## src/rtl/hazard_stall_unit.sv

```systemverilog
// hazard_stall_unit
//   Producer-side hazard unit for the 5-stage MIPS pipeline. It keeps a shadow
//   of {valid, regwrite, memread, dst} for the instructions in EX, MEM and WB.
//   It detects load-use hazards that forwarding cannot cover and drives the
//   stall, bubble, flush and hold controls. It also keeps stall and bubble
//   performance counters.
//
// Ports
//   clk_i, rst_i                  clock, synchronous active-low reset
//   id_*                          decoded fields of the instruction in ID
//   branch_taken_i                branch/jump resolved taken in ID
//   mem_busy_i                    data memory not ready, freeze pipeline
//   pc_write_o, if_id_write_o     front-end load enables
//   if_id_flush_o                 clear IF_ID to NOP
//   id_ex_bubble_o                load NOP control into ID_EX
//   pipe_hold_o                   hold ID_EX, EX_MEM, MEM_WB
//   state_o                       00 RUN, 01 LU_STALL, 10 MEM_HOLD
//   stall_cnt_o, bubble_cnt_o     wrapping performance counters
//
// state    | meaning
// RUN      | last cycle advanced normally (or a branch flushed IF_ID)
// LU_STALL | last cycle inserted a load-use bubble
// MEM_HOLD | last cycle froze the pipe for a busy data memory

module hazard_stall_unit #(
    parameter int REG_W = 5,
    parameter int CNT_W = 32
) (
    input  logic             clk_i,
    input  logic             rst_i,
    input  logic             id_valid_i,
    input  logic [REG_W-1:0] id_rs_i,
    input  logic [REG_W-1:0] id_rt_i,
    input  logic             id_uses_rt_i,
    input  logic [REG_W-1:0] id_dst_i,
    input  logic             id_regwrite_i,
    input  logic             id_memread_i,
    input  logic             branch_taken_i,
    input  logic             mem_busy_i,
    output logic             pc_write_o,
    output logic             if_id_write_o,
    output logic             if_id_flush_o,
    output logic             id_ex_bubble_o,
    output logic             pipe_hold_o,
    output logic [1:0]       state_o,
    output logic [CNT_W-1:0] stall_cnt_o,
    output logic [CNT_W-1:0] bubble_cnt_o
);

    typedef enum logic [1:0] {
        RUN      = 2'b00,
        LU_STALL = 2'b01,
        MEM_HOLD = 2'b10
    } state_t;

    typedef struct packed {
        logic             v;
        logic             regwrite;
        logic             memread;
        logic [REG_W-1:0] dst;
    } shadow_t;

    state_t  state, state_nxt;
    shadow_t ex_q, mem_q, wb_q;
    shadow_t id_entry, ex_in;
    logic    lu;
    logic    advance;

    // Invalid slots are stored all-zero so a stale dst can never match.
    always_comb begin
        id_entry = '0;
        if (id_valid_i) begin
            id_entry.v        = 1'b1;
            id_entry.regwrite = id_regwrite_i;
            id_entry.memread  = id_memread_i;
            id_entry.dst      = id_dst_i;
        end
    end

    assign lu = id_valid_i & ex_q.v & ex_q.memread & ex_q.regwrite
              & (ex_q.dst != '0)
              & ((ex_q.dst == id_rs_i) | (id_uses_rt_i & (ex_q.dst == id_rt_i)));

    always_comb begin
        state_nxt      = RUN;
        pc_write_o     = 1'b1;
        if_id_write_o  = 1'b1;
        if_id_flush_o  = 1'b0;
        id_ex_bubble_o = 1'b0;
        pipe_hold_o    = 1'b0;
        advance        = 1'b1;
        ex_in          = id_entry;
        if (!rst_i) begin
            pc_write_o     = 1'b0;
            if_id_write_o  = 1'b0;
            id_ex_bubble_o = 1'b1;
            advance        = 1'b0;
        end else if (mem_busy_i) begin
            pc_write_o    = 1'b0;
            if_id_write_o = 1'b0;
            pipe_hold_o   = 1'b1;
            advance       = 1'b0;
            state_nxt     = MEM_HOLD;
        end else if (lu) begin
            // Branch resolution is deferred: ID sees the same instruction again.
            pc_write_o     = 1'b0;
            if_id_write_o  = 1'b0;
            id_ex_bubble_o = 1'b1;
            ex_in          = '0;
            state_nxt      = LU_STALL;
        end else if (branch_taken_i) begin
            if_id_flush_o = 1'b1;
        end
    end

    always_ff @(posedge clk_i) begin
        if (!rst_i) begin
            state        <= RUN;
            ex_q         <= '0;
            mem_q        <= '0;
            wb_q         <= '0;
            stall_cnt_o  <= '0;
            bubble_cnt_o <= '0;
        end else begin
            state <= state_nxt;
            if (advance) begin
                wb_q  <= mem_q;
                mem_q <= ex_q;
                ex_q  <= ex_in;
            end
            if (!pc_write_o)
                stall_cnt_o <= stall_cnt_o + 1'b1;
            if (id_ex_bubble_o)
                bubble_cnt_o <= bubble_cnt_o + 1'b1;
        end
    end

    // Empty slots must stay fully cleared as they move down the shadow pipe.
    always_ff @(posedge clk_i) begin
        if (rst_i) begin
            assert ((ex_q.v  || ex_q  == '0) &&
                    (mem_q.v || mem_q == '0) &&
                    (wb_q.v  || wb_q  == '0));
        end
    end

    assign state_o = state;

endmodule

```

## config.mk

```make
export PLATFORM = sky130hd
export DESIGN_NAME = hazard_stall_unit
export DESIGN_NICKNAME = d
export VERILOG_FILES = /design/src/rtl/hazard_stall_unit.sv
export SDC_FILE = /design/constraint.sdc
export NUM_CORES = 1
export LEC_CHECK = 0
export ABC_AREA = 1
export CORE_MARGIN = 2
export CORE_UTILIZATION = 55
export DETAILED_ROUTE_END_ITERATION = 12
export GPL_TIMING_DRIVEN = 0
export PLACE_DENSITY = 0.84
export SLEW_MARGIN = 20
export SYNTH_ARGS = -nofsm -noshare
export SYNTH_HDL_FRONTEND = slang
export SYNTH_SLANG_ARGS = --single-unit
```

## constraint.sdc

```tcl
create_clock -name clk_i -period 6 [get_ports clk_i]
set_clock_uncertainty 0.2 [all_clocks]
set_input_delay 1.8 -clock clk_i [delete_from_list [all_inputs] [get_ports clk_i]]
set_output_delay 1.8 -clock clk_i [all_outputs]
set_load 0.005 [all_outputs]
```

Word-level counts from Yosys, hierarchy flattened --
Index checks and enable logic that the tools add are counted.
Word-level totals: register bits 74, bits in latches 0, memory bits (writable) 0, ROM bits 0, input bits 23, output and inout bits 71, word-level logic and storage cells 41, memories kept 0
Operators by class: add/subtract/negate cells 2, multiply operators 0, div/mod/pow operators 0, order comparisons 0, equal/unequal tests 2, shift operators 0, mux-type cells 19, bitwise logic cells 8, reductions and logical operators 2
Operators with widths (number):
- adder 32 x 1 -> 32 bit (second input constant) | 2
- 2-to-1 mux 8 bit | 3
- 2-to-1 mux 1 bit | 15
- equality test 5 bit | 2
- bitwise AND 1 bit | 6
- nonzero test 5 bit | 1
- 2-to-1 mux 2 bit | 1
- OR reduction 2 bit | 1
- NOT 1 bit | 1
- OR 1 bit | 1

Depth between registers and ports, before layout --
Gate-level depths: netlist of the first run.
depth after elaboration 8, mapped depth 12, depth with buffers taken out 11

Least setup slack after synthesis of the first run --
OpenSTA, ideal clock, no wires.
kind input -> output, from in rst_i, to out if_id_flush_o, arrival time 2615 ps, setup slack 1385 ps, stages on the path 6, cells stage by stage buf_2 -> inv_2 -> nor2_1 -> nand2_4 -> buf_2 -> nor2_1
On the way: cells in the longest elaborated chain, start to end 1
Ends and longest elaborated chain:
- start: declaration | RTL line 30 | input logic rst_i,
- 2-to-1 mux 1 bit | RTL line 93 | if (!rst_i) begin
- end: declaration | RTL line 42 | output logic if_id_flush_o,
Every way passes these cells.

Worst setup path after layout of the first run --
from in id_rt_i[1], to out if_id_flush_o
On the way: cells in the longest elaborated chain, start to end 7
Ends and longest elaborated chain:
- start: declaration | RTL line 33 | input logic [REG_W-1:0] id_rt_i,
- equality test 5 bit | RTL line 82 | & ((ex_q.dst == id_rs_i) | (id_uses_rt_i & (ex_q.dst == id_rt_i)));
- bitwise AND 1 bit | RTL line 82
- OR 1 bit | RTL line 82
- bitwise AND 1 bit | RTL line 82
- 2-to-1 mux 1 bit | RTL line 104 | end else if (lu) begin
- 2-to-1 mux 1 bit | RTL line 98 | end else if (mem_busy_i) begin
- 2-to-1 mux 1 bit | RTL line 93
Every way passes these cells.

==> results of run 1 <==
==> registers in the layout (all words and copies together) (netlist names) <==
name          flops
bubble_cnt_o     32
ex_q              8
stall_cnt_o      32
state_o           2
==> Yosys cell counts, drive strengths merged (3+ instances only) <==
library cell	n
nand4	8
nand3b	12
clkbuf	10
nand2	282
dfxtp	74
inv	75
buf	15
xnor2	3
o21ai	12
nor3	24
xor2	16
a21oi	58
nor2	100
nand3	82
o21bai	3
==> power by group through the flow <==
stage          Combinational [mW]  Sequential [mW]  Clock [mW]
6_report                   0.0815            0.501       0.355
5_1_grt                    0.0885            0.502       0.373
4_1_cts                    0.0810            0.501       0.355
3_5_place_dp               0.0809            0.513           0
3_3_place_gp               0.0789            0.512           0
2_1_floorplan              0.0410            0.512           0
==> worst max-delay path, cell delays in order <==
cell	delay, ns
clkdlybuf4s50_1	0.47
inv_1	0.04
nand2_1	0.05
nand2_1	0.05
nor2_1	0.11
nand3_1	0.10
nand2_2	0.14
nand2_2	0.10
nand2_4	0.16
buf_2	0.28
nor2_1	0.06
clkdlybuf4s50_1	0.45
==> layer usage <==
layer  global-route usage [%]  up-vias  wire length [um]
met4                     16.2        0               519
met2                     57.7      250              7300
li1                         -     2675                 -
met1                     40.0     2486              5990
met5                        0        -                 0
met3                     3.92       34              1130
==> final timing paths <==
path | start | endpoint | slack (ns)
max | id_rt_i[1] | if_id_flush_o | 0.19
min | ex_q[5] | ex_q[5] | 0.26
max reg2reg | stall_cnt_o[0] | stall_cnt_o[28] | 3.75
min reg2reg | ex_q[5] | ex_q[5] | 0.26
==> kinds of logic after synthesis <==
family          share of synthesized area (%)
simple gates                             47.0
buf+inv                                  8.84
flops                                    32.0
compound gates                           8.06
xor+xnor                                 3.60
fa+ha+maj                               0.541
==> layout by cell type, fill, tap and decap left out, types with 3 or more instances in the layout <==
cell type        instances
nand2_1                278
clkdlybuf4s50_1         92
nor2_1                  91
nand3_1                 80
dfxtp_1                 74
inv_1                   67
a21oi_1                 58
nor3_1                  23
xor2_1                  16
nand3b_1                12
clkbuf_1                10
clkbuf_8                10
inv_2                    8
nand4_1                  8
o21ai_0                  8
nor2_2                   7
buf_2                    6
o21ai_1                  4
buf_1                    4
xnor2_1                  3
nand2_2                  3
buf_4                    3
o21bai_1                 3
clkinv_2                 3
==> final cells by class <==
| type | instances | area, um^2 |
|---|---|---|
| Fill cell | 757 | 2330 |
| Timing Repair Buffer | 92 | 921 |
| Inverter | 75 | 282 |
| Clock buffer | 10 | 138 |
| Tap cell | 105 | 131 |
| Clock inverter | 5 | 31.3 |
| Multi-Input combinational cell | 602 | 2740 |
| Sequential cell | 74 | 1480 |
| Buffer | 25 | 128 |
==> metrics by stage <==
stage               instances  setup slack [ns]
finish                    988             0.190
global route              988            0.0721
CTS                       988             0.183
detailed placement        973             0.183
global placement          973             0.218
floorplan                 776              1.38
==> flow_summary.ini, run 1 <==
[outcome]
status = finished clean

[power_and_ir_drop]
vdd.ir_drop.worst_uv = 129
seq_power_share_pct = 53.5
p_leak_nw = 2.14
p_sw_mw = 0.250
clkPwrFrac_pct = 37.8
p_comb_share_pct = 8.7
swShare_pct = 26.6
power.internal_mw = 0.688
power_mw = 0.938
power_density_mw_per_mm2 = 160

[synthesis]
synth_cell_type_count = 27
postSynthCellCount = 776
synth_top_area_share_pct = 32.0
async_flop_share_pct = 0
synth_edf_count = 0
yosysTopAreaCell = dfxtp_1
synth_top_flop_cell = dfxtp_1
ys_top_cells_by_area = dfxtp_1, nand2_1, nand3_1, nor2_1, a21oi_1
ys_ff_latch = 74
syn_area_mm2 = 0.00463
ys_seq_area_share_pct = 32.0
syn_avg_cell_area_um2 = 5.96
synth_warnings = 0
syn-num-nets = 801

[placed_design]
gp_congestion = 0.973
place_area_mm2 = 0.00568
port-buffer-count = 92
hpwl_um = 11300

[worst_setup_path]
cp-start-kind = input port
critPathMaxFanout = 10
arrival_ns = 3.81
worstPathRequired_ns = 4.00
path_class = in2out
reg2regPathDepth = 10
end_kind = output port

[floorplan]
initial_core_util_pct = 56.6
dieArea_mm2 = 0.00916
ios = 94
core_area_mm2 = 0.00818
die_h_um = 95.7
std_cell_rows = 33
fp.dieW_um = 95.7

[routing]
drcViolationCount = 0
postRouteAntennaNets = 0
drt_first_pass_iters = 5
wirelength_um = 14900
wl_per_cell_um = 15.1
vias = 5445
via_per_inst = 5.51
first_iter_violations = 501

[sta]
relSlewSlack_pct = 58.7
fin_setup_tns_ns = 0
drv_slew = 0
fin_crit_ns = 5.81
setup_violations = 0
worstMarginPinSlew_ns = 0.620
final.period_utilization_pct = 96.8
clock.fmax_mhz = 172
rsz0062_at_grt = false
hold_ws_ns = 0.260
hold_violations = 0

[layout]
finalNetCount = 904
design_area_mm2 = 0.00585
drive_above_1_share_pct = 5.66
syn_to_final_growth_pct = 26.4
diodes = 0
finalCoreUtilization_pct = 71.5

[clock_tree]
cts_tree = done
cts_buffer_depth = 2
path_clk_slew_ns = 0.08
cts_inserted_buffers = 9
postCtsSetupBuffers = 0
postCtsHoldBufs = 0
clock_latency_ns = 0.37
cts_root_buf = clkbuf_8
h-tree-depth = 3
cts.repair.resized = 0
cts_sinks = 74

[grt]
grt_pass1_wl_um = 23400
grt_max_degree = 13
grt_pass1_vias = 4994
grt_usage_pct = 33.0
antenna_found_initial = 0
gr-total-overflow = 0

[job]
cap_violations = 0

[min_path]
hold_path_depth = 2
min_path_type = reg2reg
Power figures use the tool's default switching activity.
==> run 2, diff against run 1 <==
- PLACE_DENSITY: 0.84 -> default
- PLACE_DENSITY_LB_ADDON: default -> 0.1
==> run 2 against run 1 <==
Die area stayed put; wire length is 5.6% lower; fmax is 0.21% lower; power is 9.5% higher; first-iteration DRC count is 50% lower; core utilization is 0.70 points higher; sequential share of layout area is 0.25 points lower; non-clock buffer count stayed put; largest cell class unchanged.
==> flow_summary.ini, run 2 (same netlist as run 1, synthesis figures left out) <==
[worst_setup_path]
cp_cell_sequence = clkdlybuf4s50_1 -> inv_1 -> nand2_1 -> nand2_1 -> nor2_1 -> nand3_1 -> nand2_2 -> nand2_2 -> nand2_4 -> buf_2 -> nor2_1 -> clkdlybuf4s50_1
critical_path.max_stage_delay_ns = 0.48
rrSetupSlack_ns = 3.68
cp_top_family = buffers and inverters
worstReg2RegEnd = stall_cnt_o[28]
critPathLaunch = id_rt_i[4]
path_buf_inv = 4
rr_startpoint = stall_cnt_o[0]
arrival_ns = 3.82
cp-start-kind = input port
path_class = in2out
end_kind = output port
slowest_stage = clkdlybuf4s50_1
reg2regPathDepth = 10
critPathMaxFanout = 10
worstPathRequired_ns = 4.00

[clock_tree]
h-tree-depth = 3
cts_tree = done
cts_buffer_depth = 2
cts_inserted_buffers = 9
postCtsSetupBuffers = 0
path_clk_slew_ns = 0.07
cts.repair.resized = 0
cts_root_buf = clkbuf_8
postCtsHoldBufs = 0
cts_sinks = 74
clock_latency_ns = 0.35

[power_and_ir_drop]
vdd.ir_drop.worst_uv = 108
power_density_mw_per_mm2 = 174
p_leak_nw = 2.17

[layout]
layout_common_cells = nand2_1, clkdlybuf4s50_1, nor2_1
num-fill-cells = 745
instances_no_fill = 989
drive_above_1_share_pct = 5.77
syn_to_final_growth_pct = 27.6
multiInputGateArea_mm2 = 0.00274
seqCellArea_mm2 = 0.00148
reg_top3 = bubble_cnt_o (32), stall_cnt_o (32), ex_q (8)
finalNetCount = 904
diodes = 0
mostFrequentLayoutCell = nand2_1

[min_path]
hold_path_depth = 2
min_to = ex_q[5]
min_path_type = reg2reg
hold_path_startpoint = ex_q[5]

[routing]
vias = 5404
via_per_inst = 5.46
first_iter_violations = 249
postRouteAntennaNets = 0
drcViolationCount = 0
wl_per_cell_um = 14.3
drt_first_pass_iters = 5
wirelength_um = 14100

[sta]
final.period_utilization_pct = 97.0
setup_violations = 0
relSlewSlack_pct = 58.1
fin_crit_ns = 5.82
clock.fmax_mhz = 172
fin_setup_tns_ns = 0
worstMarginPinSlew_ns = 0.628
hold_violations = 0
drv_slew = 0
rsz0062_at_grt = false

[floorplan]
die_h_um = 95.7
fp.dieW_um = 95.7
std_cell_rows = 33
dieArea_mm2 = 0.00916
core_area_mm2 = 0.00818
ios = 94
initial_core_util_pct = 56.6

[job]
cap_violations = 0

[grt]
grt_pass1_wl_um = 22700
grt_pass1_vias = 4959
grt_usage_pct = 32.1
gr-total-overflow = 0
grt_max_degree = 14
antenna_found_initial = 0

[placed_design]
placed_cells = 973
port-buffer-count = 92
hpwl_um = 10800
gp_congestion = 1.02

[outcome]
status = finished clean
==> run 2: metal layers <==
metal	up-vias	routed length [um]	global-route usage (%)
li1	2677	-	-
met1	2464	5710	37.0
met2	212	6830	55.5
met3	51	903	5.95
met4	0	660	18.3
met5	-	0	0
==> run 2: worst reg2reg max path: stages (launching register included) <==
cell and delay (ns):
dfxtp_1 0.47, ha_1 0.28, nand2_1 0.15, nor3_4 0.38
nand2_1 0.12, nor2_1 0.28, nand2_1 0.09, nand2_1 0.07
nand2_1 0.04, nand2_1 0.05, a21oi_1 0.05
==> run 2: metrics by stage <==
step / setup WS [ns] / total power [mW] / utilization [%] / area, um^2 / hold slack [ns]
floorplan: 1.38 / 0.553 / - / 4630 / 0.225
CTS: 0.171 / 1.03 / 72.3 / 5910 / 0.271
global placement: 0.226 / 0.590 / 69.5 / 5680 / 0.241
finish: 0.177 / 1.03 / 72.3 / 5910 / 0.267
detailed placement: 0.187 / 0.592 / 69.5 / 5680 / 0.260
global route: 0.0198 / 1.06 / 72.3 / 5910 / 0.290
==> run 2: where the power goes <==
group | leakage [nW] | switching, mW | internal, mW | total (mW)
Sequential | 0.598 | 0.00488 | 0.496 | 0.501
Combinational | 1.46 | 0.0461 | 0.0344 | 0.0805
Clock | 0.109 | 0.199 | 0.246 | 0.445
==> run 2: worst max-delay path by stage <==
stage               endpoint  slack [ns]  cells past startpoint
2_1_floorplan  if_id_flush_o        1.38                      6
3_3_place_gp   if_id_flush_o        0.23                     12
3_5_place_dp   if_id_flush_o        0.19                     12
4_1_cts        if_id_flush_o        0.17                     12
5_1_grt        if_id_flush_o        0.02                     12
6_report       if_id_flush_o        0.18                     12
==> run 2: area by class of cell <==
cell class | instances | area share, %
multi-input cells | 602 | 46.3
flip-flops and latches | 74 | 25.1
repair buffers | 92 | 15.6
inverters | 75 | 4.77
clock buffers | 10 | 2.33
well taps | 105 | 2.22
plain buffers | 25 | 2.16
clock inverters | 6 | 1.50
